--- config.mk ---
export PLATFORM = sky130hd
export DESIGN_NAME = xor_cipher_rx
export DESIGN_NICKNAME = d
export VERILOG_FILES = /design/src/rtl/xor_cipher_pkg.sv /design/src/rtl/keystream_gen.sv /design/src/rtl/xor_cipher_rx.sv
export SDC_FILE = /design/constraint.sdc
export NUM_CORES = 1
export LEC_CHECK = 0
export CORE_ASPECT_RATIO = 1.2
export CORE_MARGIN = 2
export CORE_UTILIZATION = 30
export DETAILED_ROUTE_END_ITERATION = 6
export PLACE_DENSITY_LB_ADDON = 0.05
export RECOVER_POWER = 50
export SLEW_MARGIN = 20
export SYNTH_ARGS = -nofsm -noshare
export SYNTH_HDL_FRONTEND = slang
export SYNTH_SLANG_ARGS = --single-unit
--- constraint.sdc ---
create_clock -name clk -period 2.8 [get_ports clk]
set_input_delay 0.56 -clock clk [delete_from_list [all_inputs] [get_ports clk]]
set_output_delay 0.56 -clock clk [all_outputs]
set_load 0.05 [all_outputs]
--- src/rtl/xor_cipher_pkg.sv ---
// Shared definitions for the XOR stream cipher link: keystream width, FSM states
// and the Galois keystream step used by both the transmit and receive ends.
package xor_cipher_pkg;

  localparam int LFSR_W = 32;

  typedef enum logic {
    IDLE = 1'b0,
    RUN  = 1'b1
  } state_t;

  // One Galois step: shift right, fold the tap mask in when the outgoing bit is 1.
  function automatic logic [LFSR_W-1:0] ks_next(input logic [LFSR_W-1:0] state,
                                                input logic [LFSR_W-1:0] taps);
    ks_next = state[0] ? ((state >> 1) ^ taps) : (state >> 1);
  endfunction

endpackage

--- src/rtl/keystream_gen.sv ---
// 32-bit Galois keystream register; load takes priority over advance.
module keystream_gen
  import xor_cipher_pkg::*;
(
  input  logic              clk,
  input  logic              rst,
  input  logic              load,
  input  logic [LFSR_W-1:0] seed,
  input  logic              adv,
  input  logic [LFSR_W-1:0] taps,
  output logic              ks_bit
);

  logic [LFSR_W-1:0] ks_reg;

  always_ff @(posedge clk) begin
    if (rst) begin
      ks_reg <= '0;
    end else if (load) begin
      ks_reg <= seed;
    end else if (adv) begin
      ks_reg <= ks_next(ks_reg, taps);
    end
  end

  assign ks_bit = ks_reg[0];

endmodule

--- src/rtl/xor_cipher_rx.sv ---
// Serial XOR-cipher decryptor: regenerates the keystream, assembles LSB-first words
// and hands them out over valid/ready. XOR_CIPHER_RX_PARITY_EN adds a trailing parity bit.
module xor_cipher_rx
  import xor_cipher_pkg::*;
#(
  parameter int DATA_W = 8
) (
  input  logic              clk,
  input  logic              rst,
  input  logic [LFSR_W-1:0] seed,
  input  logic [LFSR_W-1:0] taps,
  input  logic              start,
  input  logic              stop,
  input  logic              ct_bit,
  input  logic              ct_valid,
  output logic [DATA_W-1:0] pt_data,
  output logic              pt_valid,
  input  logic              pt_ready,
  output logic              overrun,
  output logic              parity_err,
  output logic              busy
);

`ifdef XOR_CIPHER_RX_PARITY_EN
  localparam int FRAME_W = DATA_W + 1;
`else
  localparam int FRAME_W = DATA_W;
`endif
  localparam int CNT_W = $clog2(FRAME_W + 1);

  state_t             state_reg, state_next;
  logic [CNT_W-1:0]   bit_cnt_reg;
  logic [FRAME_W-1:0] shift_reg;
  logic [FRAME_W-1:0] frame_word;
  logic [DATA_W-1:0]  pt_data_reg;
  logic               pt_valid_reg;
  logic               overrun_reg;
  logic               ks_bit;
  logic               accept, pt_bit, last_bit, complete, slot_free, word_perr;

  always_comb begin
    state_next = state_reg;
    if (start) begin
      state_next = RUN;
    end else if (stop) begin
      state_next = IDLE;
    end
  end

  always_ff @(posedge clk) begin
    if (rst) begin
      state_reg <= IDLE;
    end else begin
      state_reg <= state_next;
    end
  end

  // A bit arriving alongside start or stop is discarded.
  assign accept    = (state_reg == RUN) && ct_valid && !start && !stop;
  assign pt_bit    = ct_bit ^ ks_bit;
  assign last_bit  = (bit_cnt_reg == CNT_W'(FRAME_W - 1));
  assign complete  = accept && last_bit;
  assign slot_free = !pt_valid_reg || pt_ready;

  // Current frame contents with this cycle's bit dropped into its slot.
  always_comb begin
    frame_word = shift_reg;
    for (int i = 0; i < FRAME_W; i++) begin
      if (bit_cnt_reg == CNT_W'(i)) begin
        frame_word[i] = pt_bit;
      end
    end
  end

`ifdef XOR_CIPHER_RX_PARITY_EN
  logic parity_err_reg;
  assign word_perr  = ^frame_word;
  assign parity_err = parity_err_reg;
`else
  assign word_perr  = 1'b0;
  assign parity_err = 1'b0;
`endif

  always_ff @(posedge clk) begin
    if (rst) begin
      bit_cnt_reg  <= '0;
      shift_reg    <= '0;
      pt_data_reg  <= '0;
      pt_valid_reg <= 1'b0;
      overrun_reg  <= 1'b0;
    end else if (start) begin
      bit_cnt_reg  <= '0;
      pt_valid_reg <= 1'b0;
      overrun_reg  <= 1'b0;
    end else begin
      if (stop) begin
        bit_cnt_reg <= '0;
      end else if (accept) begin
        shift_reg   <= frame_word;
        bit_cnt_reg <= last_bit ? '0 : bit_cnt_reg + CNT_W'(1);
      end
      if (complete && slot_free) begin
        pt_data_reg  <= frame_word[DATA_W-1:0];
        pt_valid_reg <= 1'b1;
      end else begin
        if (complete) begin
          overrun_reg <= 1'b1;
        end
        if (pt_valid_reg && pt_ready) begin
          pt_valid_reg <= 1'b0;
        end
      end
    end
  end

`ifdef XOR_CIPHER_RX_PARITY_EN
  always_ff @(posedge clk) begin
    if (rst) begin
      parity_err_reg <= 1'b0;
    end else if (!start && complete && slot_free) begin
      parity_err_reg <= word_perr;
    end
  end
`endif

  keystream_gen u_keystream (
    .clk    (clk),
    .rst    (rst),
    .load   (start),
    .seed   (seed),
    .adv    (accept),
    .taps   (taps),
    .ks_bit (ks_bit)
  );

  assign pt_data  = pt_data_reg;
  assign pt_valid = pt_valid_reg;
  assign overrun  = overrun_reg;
  assign busy     = (state_reg == RUN);

endmodule

==> out/summary.json, run 1 <==
{
  "run_status": "finished, final reports clean",
  "tritoncts": "yes",
  "timing.max_cap.violations": 0,
  "syn-cell-area_mm2": 0.00309,
  "syn_avg_cell_area_um2": 8.31,
  "timing.fmax_mhz": 476,
  "timing.hold.worst.class": "register to register",
  "met1_usage": 0.205,
  "finalWirelength_mm": 8.78,
  "yosys-top-cells-count": "sky130_fd_sc_hd__dfxtp_1 (54), sky130_fd_sc_hd__nand2_1 (35), sky130_fd_sc_hd__nand3_1 (34), sky130_fd_sc_hd__a31oi_1 (33), sky130_fd_sc_hd__and3b_1 (32)",
  "synth_top_area_share": 0.350,
  "power.static_leakage_nw": 1.51,
  "final_hold_viol_count": 0,
  "floorplan_die_area_mm2": 0.0111,
  "crit_path_start_kind": "primary input",
  "power.ir.vdd_worst_mv": 0.334,
  "first_pass_iters": 4,
  "synth_enable_flop_cells": 0,
  "family_with_the_most_delay_on_the_worst_path": "buffers and inverters",
  "power_switching_mw": 0.406,
  "holdCritStartpoint": "pt_data[7]",
  "main_synth_ff_type": "sky130_fd_sc_hd__dfxtp_1",
  "max_slew_margin": 0.510,
  "cp_cell_sequence": "clkbuf_1 -> inv_1 -> clkbuf_2 -> nand3_1 -> a31oi_1",
  "synth_cell_types": 34,
  "synth.area.top_cells": "sky130_fd_sc_hd__dfxtp_1 (35%), sky130_fd_sc_hd__and3b_1 (9.1%), sky130_fd_sc_hd__a31oi_1 (6.7%), sky130_fd_sc_hd__a21boi_0 (6.6%), sky130_fd_sc_hd__nand3_1 (5.5%)",
  "first_global_vias": 2929,
  "part_of_the_yosys_area_used_for_sequential_elements": 0.350,
  "sw_ratio": 0.227,
  "tightest_pin_transition_ns": 0.735,
  "floorplan.initialDensity": 0.309,
  "routed-via-count": 2931,
  "place_congestion": 0.724,
  "grt_setup_unrepaired": "no",
  "port_buffers": 81,
  "share_comb_of_total_power": 0.144,
  "vias_per_cell": 5.23,
  "worst_setup_hold_path_clk_slew_ns": 0.07,
  "routing_usage_on_met2": 0.271,
  "grt_util_all_layers": 0.157,
  "setup_fix_bufs_post_cts": 0,
  "cts_num_sinks": 54,
  "layout-drive-gt1-share": 0.0622,
  "clock_tree.htree_level_count": 2,
  "cts.path.max_buffers": 2,
  "yosysWarnings": 0,
  "n_antenna_cell": 0,
  "synth-async-reset-ratio": 0,
  "die-width_um": 96.7,
  "gr-total-overflow": 0,
  "finClkSkew_ns": 0.00655,
  "final-setup-viol-count": 0,
  "post_cts.resized_instances": 0,
  "cts-buffers-inserted": 5,
  "synthesis.instances": 372,
  "origin_of_the_critical_flop_to_flop_path": "bit_cnt_reg[1]",
  "clock_root_buffer_master": "sky130_fd_sc_hd__clkbuf_16",
  "grt_max_degree": 36,
  "timing_worst_setup_path_type": "primary input to register",
  "share_seq_of_total_power": 0.457,
  "final.setup.tns_ns": 0,
  "place_hpwl_mm": 5.94,
  "clock_power_share": 0.399,
  "timing.critical_path.to_type": "register",
  "antenna_found_initial": 0,
  "post_layout_power_mw": 1.79,
  "die_height_um": 115,
  "initialDrtViolationCount": 116,
  "p_int_mw": 1.38,
  "synth.ff_latch_count": 54,
  "largest_register_ffs": 32,
  "pd_cells_mw_per_mm2": 434,
  "grt_busiest_layer": "met2",
  "largest_fanout_on_the_critical_path": 20,
  "coreArea_mm2": 0.0100,
  "worstPathRequired_ns": 2.97,
  "global_route.usage.met3": 0.0310,
  "wl_per_cell_um": 15.7,
  "worstSetupStartpoint": "start",
  "syn_to_final_growth_pct": 33.3,
  "grt_first_pass_wirelength_mm": 14.5,
  "min_cycle_time_layout_ns": 2.10,
  "nFillCells": 1078,
  "finalCritPeriodShare": 0.750,
  "timing.critical_path.buf_inv": 3,
  "cts_hold_repair.buffers": 0,
  "leading_area_contributor_after_synthesis": "sky130_fd_sc_hd__dfxtp_1",
  "synth_nets": 447,
  "fp-row-count": 40,
  "final_max_slew_viol_count": 0,
  "insertion_delay_ns": 0.28,
  "i_o_pin_cnt": 83,
  "num-nets-final": 509,
  "worst_path_max_delay_cell": "sky130_fd_sc_hd__clkbuf_1",
  "route.antenna.remaining_nets": 0,
  "synth.most_common_cell": "sky130_fd_sc_hd__dfxtp_1",
  "critical_path_arrival_ns": 2.27,
  "timing.critical_path.slowest_cell_delay_ns": 0.54,
  "drc": 0
}
[per-stage QoR]
| step | hold slack [ns] | std cells | util | cell area [µm²] | setup WS (ns) |
|---|---|---|---|---|---|
| 2_1_floorplan | 0.456 | 372 | - | 3090 | 1.16 |
| 3_3_place_gp | 0.463 | 553 | 0.398 | 3980 | 0.547 |
| 3_5_place_dp | 0.468 | 553 | 0.398 | 3980 | 0.484 |
| 4_1_cts | 0.484 | 560 | 0.415 | 4150 | 0.685 |
| 5_1_grt | 0.512 | 560 | 0.412 | 4120 | 0.400 |
| 6_report | 0.479 | 560 | 0.412 | 4120 | 0.701 |
[final timing paths]
| check | endpoint | slack [ns] | cells after the start |
|---|---|---|---|
| worst max-delay path | u_keystream.ks_reg[21] | 0.70 | 5 |
| worst min register to register | pt_data[7] | 0.48 | 2 |
| worst max register to register | pt_data[7] | 1.17 | 4 |
| worst min-delay path | pt_data[7] | 0.48 | 2 |
[placed cells by master (no fill, tap or decap), drive strengths merged, types with 5 or more instances in the layout]
| master | n |
|---|---|
| mux2i | 8 |
| a21boi | 31 |
| o31ai | 7 |
| buf | 9 |
| o41ai | 7 |
| nand3b | 11 |
| nand2 | 36 |
| nand3 | 34 |
| clkdlybuf4s50 | 75 |
| a31oi | 33 |
| o21ai | 40 |
| inv | 5 |
| and3b | 32 |
| a21oi | 6 |
| dfxtp | 54 |
| clkbuf | 9 |
| nor2b | 8 |
[cell families after synthesis]
kind of cell / after synthesis / synth area share
other: 1 / 0.00121
XOR/XNOR: 1 / 0.00283
multiplexers: 8 / 0.0259
flip-flops: 54 / 0.350
buffers and inverters: 41 / 0.0627
AND/OR/NAND/NOR: 138 / 0.274
adder cells (fa/ha/maj): 4 / 0.0162
AO/OA/AOI/OAI: 125 / 0.268
[layer usage]
metal,part of all wire,vias up
met5,0,-
met4,0.0052,0
met3,0.039,2
met2,0.48,52
met1,0.48,1388
li1,-,1489
[power groups by stage]
stage          combinational, mW  sequential, mW  clock, mW
2_1_floorplan              0.127           0.829          0
3_5_place_dp               0.262           0.836          0
5_1_grt                    0.284           0.823      0.758
6_report                   0.258           0.818      0.714
3_3_place_gp               0.260           0.835          0
4_1_cts                    0.264           0.818      0.741
[layout make-up]
class	instances	area, µm²	area share
clock inverters	1	30.0	0.00728
inverters	5	18.8	0.00455
flip-flops and latches	54	1080	0.263
repair buffers	91	893	0.217
multi-input cells	277	1800	0.437
well taps	126	158	0.0382
clock buffers	6	139	0.0337
[worst min-delay path, delay by kind of cell, from the launching register on]
kind / cells / cell delay (ns)
flip-flops: 1 / 0.31
AND/OR/NAND/NOR: 1 / 0.07
multiplexers: 1 / 0.06
Power figures use the tool's default switching activity.
==> run 2, diff against run 1 <==
==> constraint.sdc (replaced) <==
create_clock -name clk -period 2.1 [get_ports clk]
set_input_delay 0.42 -clock clk [delete_from_list [all_inputs] [get_ports clk]]
set_output_delay 0.42 -clock clk [all_outputs]
set_load 0.05 [all_outputs]
==> run 2 against run 1 <==
  * Global-route usage rose by 0.50 points
  * Die area did not move
  * Final cell count is 1.1% higher
  * Design area rose by 1.0%
  * Flip-flop and latch count unchanged
  * Combinational power grew 38%
  * Sequential power grew 33%
==> out/summary.json, run 2 (same netlist as run 1, synthesis figures left out) <==
{
  "worstRegToRegCells": {"value": 4, "change": "unchanged"},
  "wl_per_cell": {"value": 15.8, "unit": "µm", "change": "+0.89%"},
  "timing.critical_path.to_type": "output pin",
  "port_buffers": {"value": 81, "change": "unchanged"},
  "met2_wirelength": {"value": 4.32, "unit": "mm", "change": "+3.2%"},
  "cts_hold_repair.buffers": {"value": 0, "change": "unchanged"},
  "post_layout_power": {"value": 2.35, "unit": "mW", "change": "+31%"},
  "largest_register_ffs": {"value": 32, "change": "unchanged"},
  "n_antenna_cell": {"value": 0, "change": "unchanged"},
  "r2r_end": "pt_data[1]",
  "met1_length": {"value": 4.19, "unit": "mm", "change": "-0.59%"},
  "num-nets-final": {"value": 514, "change": "+0.98%"},
  "place_hpwl": {"value": 6.22, "unit": "mm", "change": "+4.8%"},
  "cp_cell_sequence": "clkdlybuf4s50_1",
  "timing.max_cap.violations": {"value": 0, "change": "unchanged"},
  "largest_fanout_on_the_critical_path": {"value": 4, "change": "-80%"},
  "syn_to_final_growth_pct": 34.7,
  "power.ir.vdd_worst": {"value": 0.299, "unit": "mV", "change": "-10%"},
  "antenna_found_initial": {"value": 0, "change": "unchanged"},
  "tightest_pin_transition": {"value": 0.827, "unit": "ns", "change": "+0.0920 ns"},
  "holdCritStartpoint": "shift_reg[5]",
  "finalWirelength": {"value": 8.95, "unit": "mm", "change": "+2.0%"},
  "worst_setup_hold_path_clk_slew": {"value": 0.07, "unit": "ns", "change": "about the same"},
  "routed-via-count": {"value": 2996, "change": "+2.2%"},
  "final_max_slew_viol_count": {"value": 0, "change": "unchanged"},
  "r2r_slack": {"value": 0.46, "unit": "ns", "change": "-0.71 ns"},
  "mostFrequentLayoutCell": "sky130_fd_sc_hd__clkdlybuf4s50_1",
  "grt_max_degree": {"value": 56, "change": "+56%"},
  "timing_worst_setup_path_type": "register to output pin",
  "nFillCells": {"value": 1040, "change": "-3.5%"},
  "post_cts.resized_instances": {"value": 0, "change": "unchanged"},
  "floorplan.initialDensity": {"value": 0.309, "change": "unchanged"},
  "place_ws": {"value": -0.0701, "unit": "ns", "change": "-0.554 ns"},
  "power.static_leakage": {"value": 1.51, "unit": "nW", "change": "+0.53%"},
  "cts-buffers-inserted": {"value": 5, "change": "unchanged"},
  "i_o_pin_cnt": {"value": 83, "change": "unchanged"},
  "first_pass_iters": {"value": 4, "change": "unchanged"},
  "highest_layer": "met4",
  "vias_per_cell": {"value": 5.29, "change": "+1.1%"},
  "worstHoldPathCells": {"value": 2, "change": "unchanged"},
  "insertion_delay": {"value": 0.29, "unit": "ns", "change": "about the same"},
  "setup_fix_bufs_post_cts": {"value": 0, "change": "unchanged"},
  "initialDrtViolationCount": {"value": 99, "change": "-15%"},
  "critical_path_arrival": {"value": 1.55, "unit": "ns", "change": "-0.72 ns"},
  "die-width": {"value": 96.7, "unit": "µm", "change": "unchanged"},
  "gr-total-overflow": {"value": 0, "change": "unchanged"},
  "worst-path-stages": {"value": 1, "change": "-4"},
  "final-setup-viol-count": {"value": 0, "change": "unchanged"},
  "timing.critical_path.slowest_cell_delay": {"value": 0.86, "unit": "ns", "change": "+0.32 ns"},
  "finalCritPeriodShare": 0.937,
  "origin_of_the_critical_flop_to_flop_path": "busy",
  "clock_root_buffer_master": "sky130_fd_sc_hd__clkbuf_16",
  "route.antenna.remaining_nets": {"value": 0, "change": "unchanged"},
  "drc": {"value": 0, "change": "unchanged"},
  "mostFrequentLayoutCells": "sky130_fd_sc_hd__clkdlybuf4s50_1 (78), sky130_fd_sc_hd__dfxtp_1 (53), sky130_fd_sc_hd__nand2_1 (35)",
  "placed_instances": {"value": 558, "change": "+0.90%"},
  "cts.path.max_buffers": {"value": 2, "change": "unchanged"},
  "min_to": "shift_reg[5]",
  "grt_setup_unrepaired": "no",
  "postPlaceCellArea": {"value": 0.00403, "unit": "mm²", "change": "+1.3%"},
  "floorplan_die_area": {"value": 0.0111, "unit": "mm²", "change": "unchanged"},
  "met3WireLength": {"value": 291, "unit": "µm", "change": "-14%"},
  "final_hold_viol_count": {"value": 0, "change": "unchanged"},
  "die_height": {"value": 115, "unit": "µm", "change": "unchanged"},
  "timing.hold.worst.class": "register to register",
  "run_status": "finished, final reports clean",
  "hold_ws": {"value": 0.485, "unit": "ns", "change": "+0.00563 ns"},
  "layout-drive-gt1-share": {"value": 0.0818, "change": "+0.0196"},
  "place_congestion": {"value": 0.765, "change": "+5.7%"},
  "grt_first_pass_wirelength": {"value": 14.9, "unit": "mm", "change": "+2.2%"},
  "cts_num_sinks": {"value": 54, "change": "unchanged"},
  "family_with_the_most_delay_on_the_worst_path": "buffers and inverters",
  "timing.critical_path.buf_inv": {"value": 1, "change": "-2"},
  "pd_cells": {"value": 563, "unit": "mW/mm²", "change": "+30%"},
  "min_cycle_time_layout_ns": 1.97,
  "clock_tree.htree_level_count": {"value": 2, "change": "unchanged"},
  "max_slew_margin": {"value": 0.448, "change": "-0.0625"},
  "finClkSkew": {"value": 0.00593, "unit": "ns", "change": "-0.000612 ns"},
  "crit_path_start_kind": "register",
  "fp-row-count": {"value": 40, "change": "unchanged"},
  "coreArea": {"value": 0.0100, "unit": "mm²", "change": "unchanged"},
  "worst_path_max_delay_cell": "sky130_fd_sc_hd__clkdlybuf4s50_1",
  "worstPathRequired": {"value": 1.68, "unit": "ns", "change": "-1.29 ns"},
  "final_cells": {"value": 566, "change": "+1.1%"},
  "grt_util_all_layers": {"value": 0.162, "change": "+0.00503"},
  "tritoncts": "yes",
  "first_global_vias": {"value": 3003, "change": "+2.5%"},
  "timing.fmax_mhz": 508,
  "postLayoutSetupSlackWorst": {"value": 0.132, "unit": "ns", "change": "-0.569 ns"},
  "design_area": {"value": 0.00416, "unit": "mm²", "change": "+1.0%"}
}
## run 2: worst max-delay path by stage
stage / endpoint / from
after floorplan: pt_data[0] / busy
after global placement: pt_data[3] / stop
after detailed placement: pt_data[1] / stop
after CTS: busy / busy
after global routing: pt_data[2] / stop
final: busy / busy
## run 2: area by class of cell
cell class	count	area [µm²]	share of cell area
Multi-Input combinational cell	277	1820	0.438
Inverter	5	18.8	0.00451
Timing Repair Buffer	96	922	0.221
Tap cell	126	158	0.0379
Clock buffer	7	153	0.0367
Clock inverter	1	8.76	0.00210
Sequential cell	54	1080	0.260
## run 2: report_power, final
part,internal [mW],switching [mW],leakage [nW]
combinational,0.200,0.156,0.993
sequential,1.06,0.0259,0.442
clock,0.511,0.393,0.0801
## run 2: per-layer routing
| metal | vias to the layer above | track usage |
|---|---|---|
| met5 | - | 0 |
| met4 | 0 | 0.0545 |
| met3 | 10 | 0.0267 |
| met2 | 56 | 0.281 |
| met1 | 1429 | 0.205 |
| li1 | 1501 | - |
## run 2: metrics by stage
stage | utilization | setup TNS, ns
after global placement | 0.403 | 0
after detailed placement | 0.403 | -0.270
after CTS | 0.419 | 0
after floorplan | - | 0
after global routing | 0.416 | 0
final | 0.416 | 0
==> run 3, diff against run 2 <==
--- a/config.mk
+++ b/config.mk
@@ -9,6 +9,7 @@
 export CORE_MARGIN = 2
 export CORE_UTILIZATION = 30
 export DETAILED_ROUTE_END_ITERATION = 6
+export GPL_ROUTABILITY_DRIVEN = 0
 export PLACE_DENSITY_LB_ADDON = 0.05
 export RECOVER_POWER = 50
 export SLEW_MARGIN = 20
==> results of run 3 <==
No change in the layout: final DEF, timing and power equal those of run 2.
